### src/rtl/cla_shift_add_mult_ctrl.sv
// Sequential shift-and-add multiplier: one WIDTH-bit adder built from chained 4-bit CLA slices,
// reused for WIDTH iterations behind a start/busy/done handshake. Optional macro: CLA_MULT_SIGNED_EN.
module cla_shift_add_mult_ctrl #(
  parameter  int WIDTH = 4,
  localparam int CNT_W = $clog2(WIDTH) + 1
) (
  input  logic               clk,
  input  logic               rst,
  input  logic               in_start,
  input  logic [WIDTH-1:0]   in_A,
  input  logic [WIDTH-1:0]   in_B,
  output logic               out_busy,
  output logic               out_done,
  output logic [2*WIDTH-1:0] out_P
);

  typedef enum logic [1:0] {IDLE, RUN, DONE} state_e;

  state_e             state_q, state_d;
  logic [WIDTH-1:0]   m_q, m_d;
  logic [WIDTH-1:0]   acc_q, acc_d;
  logic [WIDTH-1:0]   q_q, q_d;
  logic [CNT_W-1:0]   cnt_q, cnt_d;
  logic [2*WIDTH-1:0] p_q, p_d;
`ifdef CLA_MULT_SIGNED_EN
  logic               sign_q, sign_d;
`endif

  logic [WIDTH-1:0]   addend;
  logic [WIDTH-1:0]   sum;
  logic               carry;
  logic [2*WIDTH-1:0] shifted;

  // 4-bit carry-lookahead slice: returns {carry_out, sum}.
  function automatic logic [4:0] cla4(input logic [3:0] a, input logic [3:0] b, input logic cin);
    logic [3:0] g, p;
    logic [4:0] c;
    g    = a & b;
    p    = a ^ b;
    c[0] = cin;
    c[1] = g[0] | (p[0] & c[0]);
    c[2] = g[1] | (p[1] & g[0]) | (p[1] & p[0] & c[0]);
    c[3] = g[2] | (p[2] & g[1]) | (p[2] & p[1] & g[0]) | (p[2] & p[1] & p[0] & c[0]);
    c[4] = g[3] | (p[3] & g[2]) | (p[3] & p[2] & g[1]) | (p[3] & p[2] & p[1] & g[0])
         | (p[3] & p[2] & p[1] & p[0] & c[0]);
    return {c[4], p ^ c[3:0]};
  endfunction

  always_comb begin
    logic [4:0] slice;
    addend = q_q[0] ? m_q : '0;
    sum    = '0;
    carry  = 1'b0;
    slice  = '0;
    // NOTE: blocking assignments here are deliberate; the carry must ripple slice to slice within one evaluation.
    for (int s = 0; s < WIDTH / 4; s++) begin
      slice          = cla4(acc_q[s*4 +: 4], addend[s*4 +: 4], carry);
      sum[s*4 +: 4]  = slice[3:0];
      carry          = slice[4];
    end
    shifted = {carry, sum, q_q[WIDTH-1:1]};
  end

  always_comb begin
    // NOTE: every output of this block gets a default first, so no path can infer a latch.
    state_d = state_q;
    m_d     = m_q;
    acc_d   = acc_q;
    q_d     = q_q;
    cnt_d   = cnt_q;
    p_d     = p_q;
`ifdef CLA_MULT_SIGNED_EN
    sign_d  = sign_q;
`endif
    case (state_q)
      RUN: begin
        acc_d = shifted[2*WIDTH-1:WIDTH];
        q_d   = shifted[WIDTH-1:0];
        cnt_d = cnt_q + CNT_W'(1);
        if (cnt_q == CNT_W'(WIDTH - 1)) begin
`ifdef CLA_MULT_SIGNED_EN
          p_d = sign_q ? -shifted : shifted;
`else
          p_d = shifted;
`endif
          state_d = DONE;
        end
      end
      default: begin
        // IDLE and DONE both accept a new operation; DONE otherwise falls back to IDLE.
        if (in_start) begin
`ifdef CLA_MULT_SIGNED_EN
          m_d    = in_A[WIDTH-1] ? -in_A : in_A;
          q_d    = in_B[WIDTH-1] ? -in_B : in_B;
          sign_d = in_A[WIDTH-1] ^ in_B[WIDTH-1];
`else
          m_d    = in_A;
          q_d    = in_B;
`endif
          acc_d   = '0;
          cnt_d   = '0;
          state_d = RUN;
        end else begin
          state_d = IDLE;
        end
      end
    endcase
  end

  always_ff @(posedge clk) begin
    if (rst) begin
      state_q <= IDLE;
      m_q     <= '0;
      acc_q   <= '0;
      q_q     <= '0;
      cnt_q   <= '0;
      p_q     <= '0;
`ifdef CLA_MULT_SIGNED_EN
      sign_q  <= 1'b0;
`endif
    end else begin
      state_q <= state_d;
      m_q     <= m_d;
      acc_q   <= acc_d;
      q_q     <= q_d;
      cnt_q   <= cnt_d;
      p_q     <= p_d;
`ifdef CLA_MULT_SIGNED_EN
      sign_q  <= sign_d;
`endif
    end
  end

  assign out_busy = (state_q == RUN);
  assign out_done = (state_q == DONE);
  assign out_P    = p_q;

endmodule

### config.mk
export PLATFORM = sky130hd
export DESIGN_NAME = cla_shift_add_mult_ctrl
export DESIGN_NICKNAME = d
export VERILOG_FILES = /design/src/rtl/cla_shift_add_mult_ctrl.sv
export SDC_FILE = /design/constraint.sdc
export NUM_CORES = 1
export LEC_CHECK = 0
export BUFFER_PORTS_ARGS = -buffer_cell sky130_fd_sc_hd__buf_2
export CAP_MARGIN = 30
export CORE_UTILIZATION = 57
export CTS_BUF_LIST = sky130_fd_sc_hd__clkbuf_16
export CTS_CLUSTER_SIZE = 20
export DETAILED_ROUTE_END_ITERATION = 10
export PLACE_DENSITY = 0.82
export SLEW_MARGIN = 5
export SYNTH_ARGS = -nofsm -noshare
export SYNTH_HDL_FRONTEND = slang
export SYNTH_SLANG_ARGS = --single-unit
### constraint.sdc
create_clock -name clk -period 3.9 [get_ports clk]
set_input_delay 0.78 -clock clk [delete_from_list [all_inputs] [get_ports clk]]
set_output_delay 0.78 -clock clk [all_outputs]
set_load 0.03 [all_outputs]
Word-level counts from Yosys, hierarchy flattened. Cells that the tools add are included.

Multiplexer cells: 10. Eq/ne operators: 4. Add/sub/neg operators: 1. Reductions and logical operators: 3. Bitwise operators: 19.

Operator list (count): 4-bit two-way mux (5); 1-bit bitwise AND (9); 4-bit XOR (2); 3-bit two-way mux (2); 1-bit bitwise OR (6); 4-bit bitwise AND (1); 2-bit two-way mux (2); 2-bit AND reduction (2); 3-bit by 1-bit adder with 3-bit output, second input constant (1); 3-bit by 2-bit == test with 1-bit output, second input constant (1); 2-bit by 1-bit == test with 1-bit output, second input constant (1); 2-bit == test, second input constant (1); 2-bit by 1-bit inequality test with 1-bit output, second input constant (1); 2-bit nonzero test (1); 1-bit two-way mux (1); 1-bit inverter (1).

Word-level logic and storage cells: 43. Flip-flop bits (word level): 25. Output and inout port bits: 10. Input bits: 11.

Longest topological paths before layout. Gate-level depths: netlist of run 1.

Word-level depth: 7. Gate-level depth with buffers: 6. Mapped depth without buffers: 6.

Worst setup path before layout of run 1. Ideal clock, no wire load.

Kind: input -> register. From: in rst. To: reg p_q[6], in the netlist out_P[6]. Setup slack: 2.254 ns. Cell stages on the path: 4. Data required time: 3.838 ns. Setup time: 0.062 ns. Arrival: 1.584 ns. Path buffers: 1. Cells stage by stage: buf_2 -> nand2b_1 -> or4_1 -> nand3_1.

RTL lines: from (decl) (line 8) `input logic rst,`; to (signal assigned) (line 127) `p_q <= p_d;`; to (decl) (line 24) `logic [2*WIDTH-1:0] p_q, p_d;`.

Worst setup path after layout of run 1.
From: reg state_q[1]. To: out out_busy.

Cells in the longest elaborated chain, start to end: 1.

Ends and longest elaborated chain: from (decl) (line 19) `state_e state_q, state_d;`; from (signal assigned) (line 122) `state_q <= state_d;`; 2-bit by 1-bit == test with 1-bit output (line 134) `assign out_busy = (state_q == RUN);`; to (decl) (line 12) `output logic out_busy,`.

No other way between the ends.

==> results of run 1 <==
## worst paths after layout
kind | start | endpoint | slack [ns] | cells past startpoint
setup / recovery | state_q[1] | out_busy | 1.25 | 3
hold / removal | out_P[1] | out_P[1] | 0.46 | 2
setup reg to reg | state_q[1] | m_q[3] | 2.07 | 4
hold reg to reg | out_P[1] | out_P[1] | 0.46 | 2
## per-layer routing
layer  track usage (%)  routed length (um)  vias up
met4             15.43                  52        0
met5                 0                   0        -
li1                  -                   -      486
met2             43.06                1105       20
met1             30.27                1051      440
met3             6.667                  89        5
## flip-flops by register name, indices dropped and copies added, names as in the netlist
| name | count |
|---|---|
| q_q | 4 |
| out_P | 8 |
| cnt_q | 3 |
| m_q | 4 |
| acc_q | 4 |
| state_q | 2 |
## report_power, final
group | internal (mW) | switching, mW | total [mW]
Sequential | 0.264 | 0.00618 | 0.271
Combinational | 0.0159 | 0.0264 | 0.0423
Clock | 0.139 | 0.0942 | 0.234
## synth_stat cells
master	count
fa_1	1
nor3_1	1
nand2_1	13
o21ai_0	5
and3_1	1
nand4b_1	1
mux2i_1	4
nor2b_1	1
nor2_1	11
nand3b_2	1
a21o_1	1
nand3_1	11
o211ai_1	2
clkbuf_1	3
inv_1	3
and3b_1	1
buf_2	6
nand3b_1	1
and2_1	4
a21oi_1	15
ha_1	6
a211oi_1	7
dfxtp_1	25
or4_1	2
xor2_1	1
nand2b_1	4
## per-stage QoR
step	power, mW	cell area (um^2)	instances
floorplan	0.3075	1136	131
global placement	0.3165	1226	167
detailed placement	0.3182	1226	167
CTS	0.5488	1309	171
global route	0.5651	1309	171
finish	0.5465	1309	171
## cell type report
type | instances | area (um^2)
Timing Repair Buffer | 20 | 100.1
Clock buffer | 3 | 75.07
Fill cell | 149 | 493.0
Inverter | 3 | 11.26
Clock inverter | 1 | 7.507
Multi-Input combinational cell | 94 | 583.1
Tap cell | 25 | 31.28
Sequential cell | 25 | 500.5
## logic make-up after synthesis
logic type	count (synthesis)	share of synthesized area, %
AOI/OAI and AO/OA	30	15.42
xor gates and xnor gates	1	0.7711
adders and majority gates	7	8.370
buffers and inverters	12	4.626
DFF	25	44.05
muxes	4	3.524
and+or+nand+nor	52	23.24
## worst max-delay path: cells and delay by family, from the launching register on
family	cells	cell delay, ns
DFF	1	0.34
and+or+nand+nor	1	0.61
buffers and inverters	2	0.65
==> flow_metrics.py, run 1 <==
metrics = {
    "outcome": {
        "outcome": "completed",
    },
    "floorplanning": {
        "row_count": 15,
        "io_pins": 21,
        "start_util_pct": 63.06,
        "die_y_um": 46.65,
        "fp.dieW_um": 46.65,
        "core_area_mm2": 0.001802,
        "die-area_mm2": 0.002176,
    },
    "global_routing": {
        "grt_usage_pct": 26.17,
        "grt_antenna_before_repair": 0,
        "grt_pass1_vias": 904,
        "grt_pass1_wl_mm": 3.815,
        "grt_max_degree": 28,
        "overflow": 0,
    },
    "timing": {
        "final_hold_viol_count": 0,
        "period_minus_slack_ns": 2.648,
        "slew_headroom_pct": 48.67,
        "finalWorstSetupSlack_ns": 1.252,
        "clock_skew_ns": 0.005037,
        "finalMaxSlewViolations": 0,
        "clock.fmax_ghz": 0.3777,
        "fin_tns_setup_ns": 0,
        "tightestPinTransition_ns": 0.7700,
        "worst_hold_slack_ns": 0.4594,
        "period_share_pct": 67.90,
        "rsz0062_at_grt": "no",
        "final-setup-viol-count": 0,
    },
    "cts": {
        "path_clk_slew_ns": 0.07,
        "post-cts-setup-buffers": 0,
        "cts_sinks": 25,
        "cts_root_buf": "clkbuf_16",
        "htree_levels": 1,
        "ctsResizeCount": 0,
        "clock_path_buffers": 2,
        "insertion_delay_ns": 0.26,
        "cts_tree": "built",
        "hold_buffers": 0,
        "numCtsBuffers": 3,
    },
    "final_layout": {
        "nets": 165,
        "area_growth_pct": 15.20,
        "antenna_cells": 0,
        "drive_above_1_share_pct": 17.12,
        "most-common-layout-cells": "25 x dfxtp_1, 20 x buf_2, 15 x a21oi_1, 13 x nand2_1",
        "mostFrequentLayoutCell": "dfxtp_1",
        "fin_util_pct": 72.64,
    },
    "worst_setup_path": {
        "crit_fanout": 22,
        "path_cells": "nand2b_1, inv_1, buf_2",
        "arrival_ns": 1.87,
        "worstSetupPathType": "reg -> out",
        "cp_slowest_cell": "nand2b_1",
        "required_ns": 3.12,
        "worstSetupStartpointType": "flip-flop",
        "critPathMaxStageDelay_ns": 0.61,
        "critPathCaptureType": "output port",
    },
    "detailed_routing": {
        "viasPerCell": 5.561,
        "drc": 0,
        "vias": 951,
        "drt-total-wl_mm": 2.297,
        "first_pass_iters": 4,
        "first_iter_violations": 13,
        "final_antenna_net_count": 0,
        "routedWlPerCell_um": 13.43,
    },
    "yosys": {
        "synth_fp_nets": 149,
        "ys_ff_latch": 25,
        "ys_top_cells_by_area": "dfxtp_1 44%, a21oi_1 6.6%, ha_1 6.6%",
        "avgSynthCellArea_um2": 8.672,
        "netlist_area_mm2": 0.001136,
        "ys_seq_area_share_pct": 44.05,
        "yosysWarnings": 0,
        "yosys.area.top_type_share_pct": 44.05,
        "synth_top_area_cell": "dfxtp_1",
        "synth.distinct_cells": 26,
        "postSynthCellCount": 131,
    },
    "power_and_ir_drop": {
        "p_leak_nw": 0.5878,
        "ir_drop_mv": 0.3836,
        "power.density_mw_per_mm2": 417.6,
    },
    "placed_design": {
        "port-buffer-count": 20,
        "gp_congestion": 0.7799,
        "dp_slack_ns": 1.560,
        "dp_hpwl_mm": 1.557,
    },
    "flow_run": {
        "maxCapViolCount": 0,
    },
    "worst_hold_path": {
        "hold_path_class": "reg -> reg",
    },
}
Note: power is estimated with default switching activity, not from simulation.
==> inputs of run 2 (changes only) <==
--- a/config.mk
+++ b/config.mk
@@ -5,13 +5,14 @@
 export SDC_FILE = /design/constraint.sdc
 export NUM_CORES = 1
 export LEC_CHECK = 0
+export ABC_AREA = 1
 export BUFFER_PORTS_ARGS = -buffer_cell sky130_fd_sc_hd__buf_2
 export CAP_MARGIN = 30
-export CORE_UTILIZATION = 57
+export CORE_UTILIZATION = 53
 export CTS_BUF_LIST = sky130_fd_sc_hd__clkbuf_16
 export CTS_CLUSTER_SIZE = 20
 export DETAILED_ROUTE_END_ITERATION = 10
-export PLACE_DENSITY = 0.82
+export PLACE_DENSITY = 0.76
 export SLEW_MARGIN = 5
 export SYNTH_ARGS = -nofsm -noshare
 export SYNTH_HDL_FRONTEND = slang
==> constraint.sdc (replaced) <==
create_clock -name clk -period 2.7 [get_ports clk]
set_input_delay 0.54 -clock clk [delete_from_list [all_inputs] [get_ports clk]]
set_output_delay 0.54 -clock clk [all_outputs]
set_load 0.03 [all_outputs]
==> run 2 against run 1 <==
- core utilization down 5.3 points
- total power up 42%
- largest power group unchanged
- critical path type unchanged
- global-route usage down 2.6 points
==> flow_metrics.py, run 2 <==
metrics = {
    "final_layout": {
        "nets": 192,
        "mostFrequentLayoutCell": "nand2_1",
        "fillers": 189,
        "area_growth_pct": 16.24,
        "design_area_mm2": 0.001361,
        "drive_above_1_share_pct": 19.65,
        "largest_reg_flops": 8,
        "antenna_cells": 0,
        "most-common-layout-cells": "38 x nand2_1, 25 x dfxtp_1, 20 x inv_1, 20 x buf_2, 16 x nand3_1",
    },
    "cts": {
        "cts_root_buf": "clkbuf_16",
        "hold_buffers": 0,
        "insertion_delay_ns": 0.26,
        "cts_sinks": 25,
        "cts_tree": "built",
        "post-cts-setup-buffers": 0,
        "clock_path_buffers": 2,
        "numCtsBuffers": 3,
        "path_clk_slew_ns": 0.06,
        "htree_levels": 1,
        "ctsResizeCount": 0,
    },
    "timing": {
        "rsz0062_at_grt": "no",
        "period_share_pct": 65.51,
        "fin_tns_setup_ns": 0,
        "period_minus_slack_ns": 1.769,
        "slew_headroom_pct": 70.24,
        "tightestPinTransition_ns": 0.4437,
        "clock.fmax_ghz": 0.5654,
        "clock_skew_ns": 0.001747,
        "final_hold_viol_count": 0,
        "finalMaxSlewViolations": 0,
        "final-setup-viol-count": 0,
        "worst_hold_slack_ns": 0.4681,
    },
    "yosys": {
        "synth_edf_count": 0,
        "synth_fp_nets": 170,
        "yosysWarnings": 0,
        "yosys.area.top_type_share_pct": 42.74,
        "avgSynthCellArea_um2": 7.705,
        "ys_ff_latch": 25,
        "ys_seq_area_share_pct": 42.74,
        "synth.distinct_cells": 22,
        "ys_top_cells_by_area": "dfxtp_1 43%, nand2_1 12%, nand3_1 6.8%",
        "synth_top_area_cell": "dfxtp_1",
        "netlist_area_mm2": 0.001171,
        "yosysMostFrequentCell": "nand2_1",
        "synthFlopType": "dfxtp_1",
        "postSynthCellCount": 152,
        "synth_commonest_cells": "38 x nand2_1, 25 x dfxtp_1, 19 x inv_1",
        "async_flop_share_pct": 0,
    },
    "worst_setup_path": {
        "worstSetupStartpointType": "flip-flop",
        "reg2regPathDepth": 7,
        "critPathCaptureType": "output port",
        "required_ns": 2.16,
        "worstSetupPathType": "reg -> out",
        "crit_fanout": 12,
        "arrival_ns": 1.23,
    },
    "placed_design": {
        "port-buffer-count": 20,
        "postPlaceCellArea_mm2": 0.001282,
        "gp_congestion": 0.8656,
        "dp_hpwl_mm": 1.875,
    },
    "global_routing": {
        "grt_pass1_vias": 996,
        "grt_max_degree": 19,
        "overflow": 0,
        "grt_usage_pct": 23.56,
        "grt_antenna_before_repair": 0,
        "grt_pass1_wl_mm": 4.250,
    },
    "floorplanning": {
        "die_y_um": 49.01,
        "start_util_pct": 57.92,
        "die-area_mm2": 0.002401,
        "row_count": 16,
        "fp.dieW_um": 49.01,
        "core_area_mm2": 0.002022,
        "io_pins": 21,
    },
    "detailed_routing": {
        "drc": 0,
        "routedWlPerCell_um": 12.47,
        "final_antenna_net_count": 0,
        "first_iter_violations": 17,
        "first_pass_iters": 6,
        "viasPerCell": 5.165,
        "drt-total-wl_mm": 2.493,
        "vias": 1033,
    },
    "worst_hold_path": {
        "hold_depth": 2,
        "hold_path_class": "reg -> reg",
    },
    "power_and_ir_drop": {
        "p_leak_nw": 0.7110,
        "power.density_mw_per_mm2": 568.9,
        "ir_drop_mv": 0.3536,
    },
    "flow_run": {
        "maxCapViolCount": 0,
    },
    "outcome": {
        "outcome": "completed",
    },
}
-- run 2: changes by cell type after synthesis, moves of 2 or more --
cell      previous run  this run
nand2_1             13        38
inv_1                3        19
a211oi_1             7         0
a21oi_1             15         8
buf_2                6         0
nand3_1             11        16
and2_1               4         0
mux2i_1              4         0
nand2b_1             4         0
o21ai_2              0         4
buf_4                0         3
clkbuf_1             3         0
inv_2                0         3
or4_1                2         0
-- run 2: path summary, 6_finish.rpt --
kind | endpoint | slack [ns] | from
hold reg to reg | out_P[7] | 0.47 | out_P[7]
setup / recovery | out_busy | 0.93 | state_q[0]
hold / removal | out_P[7] | 0.47 | out_P[7]
setup reg to reg | acc_q[1] | 1.04 | q_q[0]
-- run 2: power by group --
group          switching [mW]  internal (mW)
sequential            0.00767          0.381
combinational          0.0411         0.0201
clock                   0.127          0.198
total                   0.176          0.599
-- run 2: logic make-up after synthesis --
| family | Yosys count | share of synthesized area [%] |
|---|---|---|
| XOR/XNOR | 1 | 0.7480 |
| AND/OR/NAND/NOR | 72 | 28.10 |
| buffers and inverters | 26 | 9.294 |
| AO/OA/AOI/OAI | 21 | 11.00 |
| adder cells (fa/ha/maj) | 7 | 8.120 |
| flip-flops | 25 | 42.74 |
-- run 2: critical path, cell delays in order (launching register included) --
cell	delay (ns)
dfxtp_1	0.36
inv_2	0.05
nor2_4	0.29
buf_2	0.27
-- run 2: final cells by class --
cell class,count,area (um^2),area share (%)
multi-input cells,101,561.8,41.27
well taps,27,33.78,2.482
clock buffers,3,75.07,5.515
inverters,23,86.33,6.342
flip-flops and latches,25,500.5,36.76
repair buffers,20,100.1,7.353
clock inverters,1,3.754,0.2757
-- run 2: through the flow --
stage               worst slack, ns  instances  utilization [%]  total power [mW]
floorplan                     1.186        152                -            0.4395
global placement              1.085        196            63.43            0.4541
detailed placement            1.045        196            63.43            0.4570
CTS                          0.9345        200            67.33            0.7723
global route                 0.8723        200            67.33            0.7943
finish                       0.9312        200            67.33            0.7744
-- run 2: routing by layer --
| metal | GRT usage, % | vias up | routed length (um) |
|---|---|---|---|
| met5 | 0 | - | 0 |
| met3 | 4.673 | 7 | 96 |
| met1 | 25.98 | 467 | 1085 |
| li1 | - | 529 | - |
| met4 | 8.824 | 0 | 51 |
| met2 | 43.98 | 30 | 1260 |
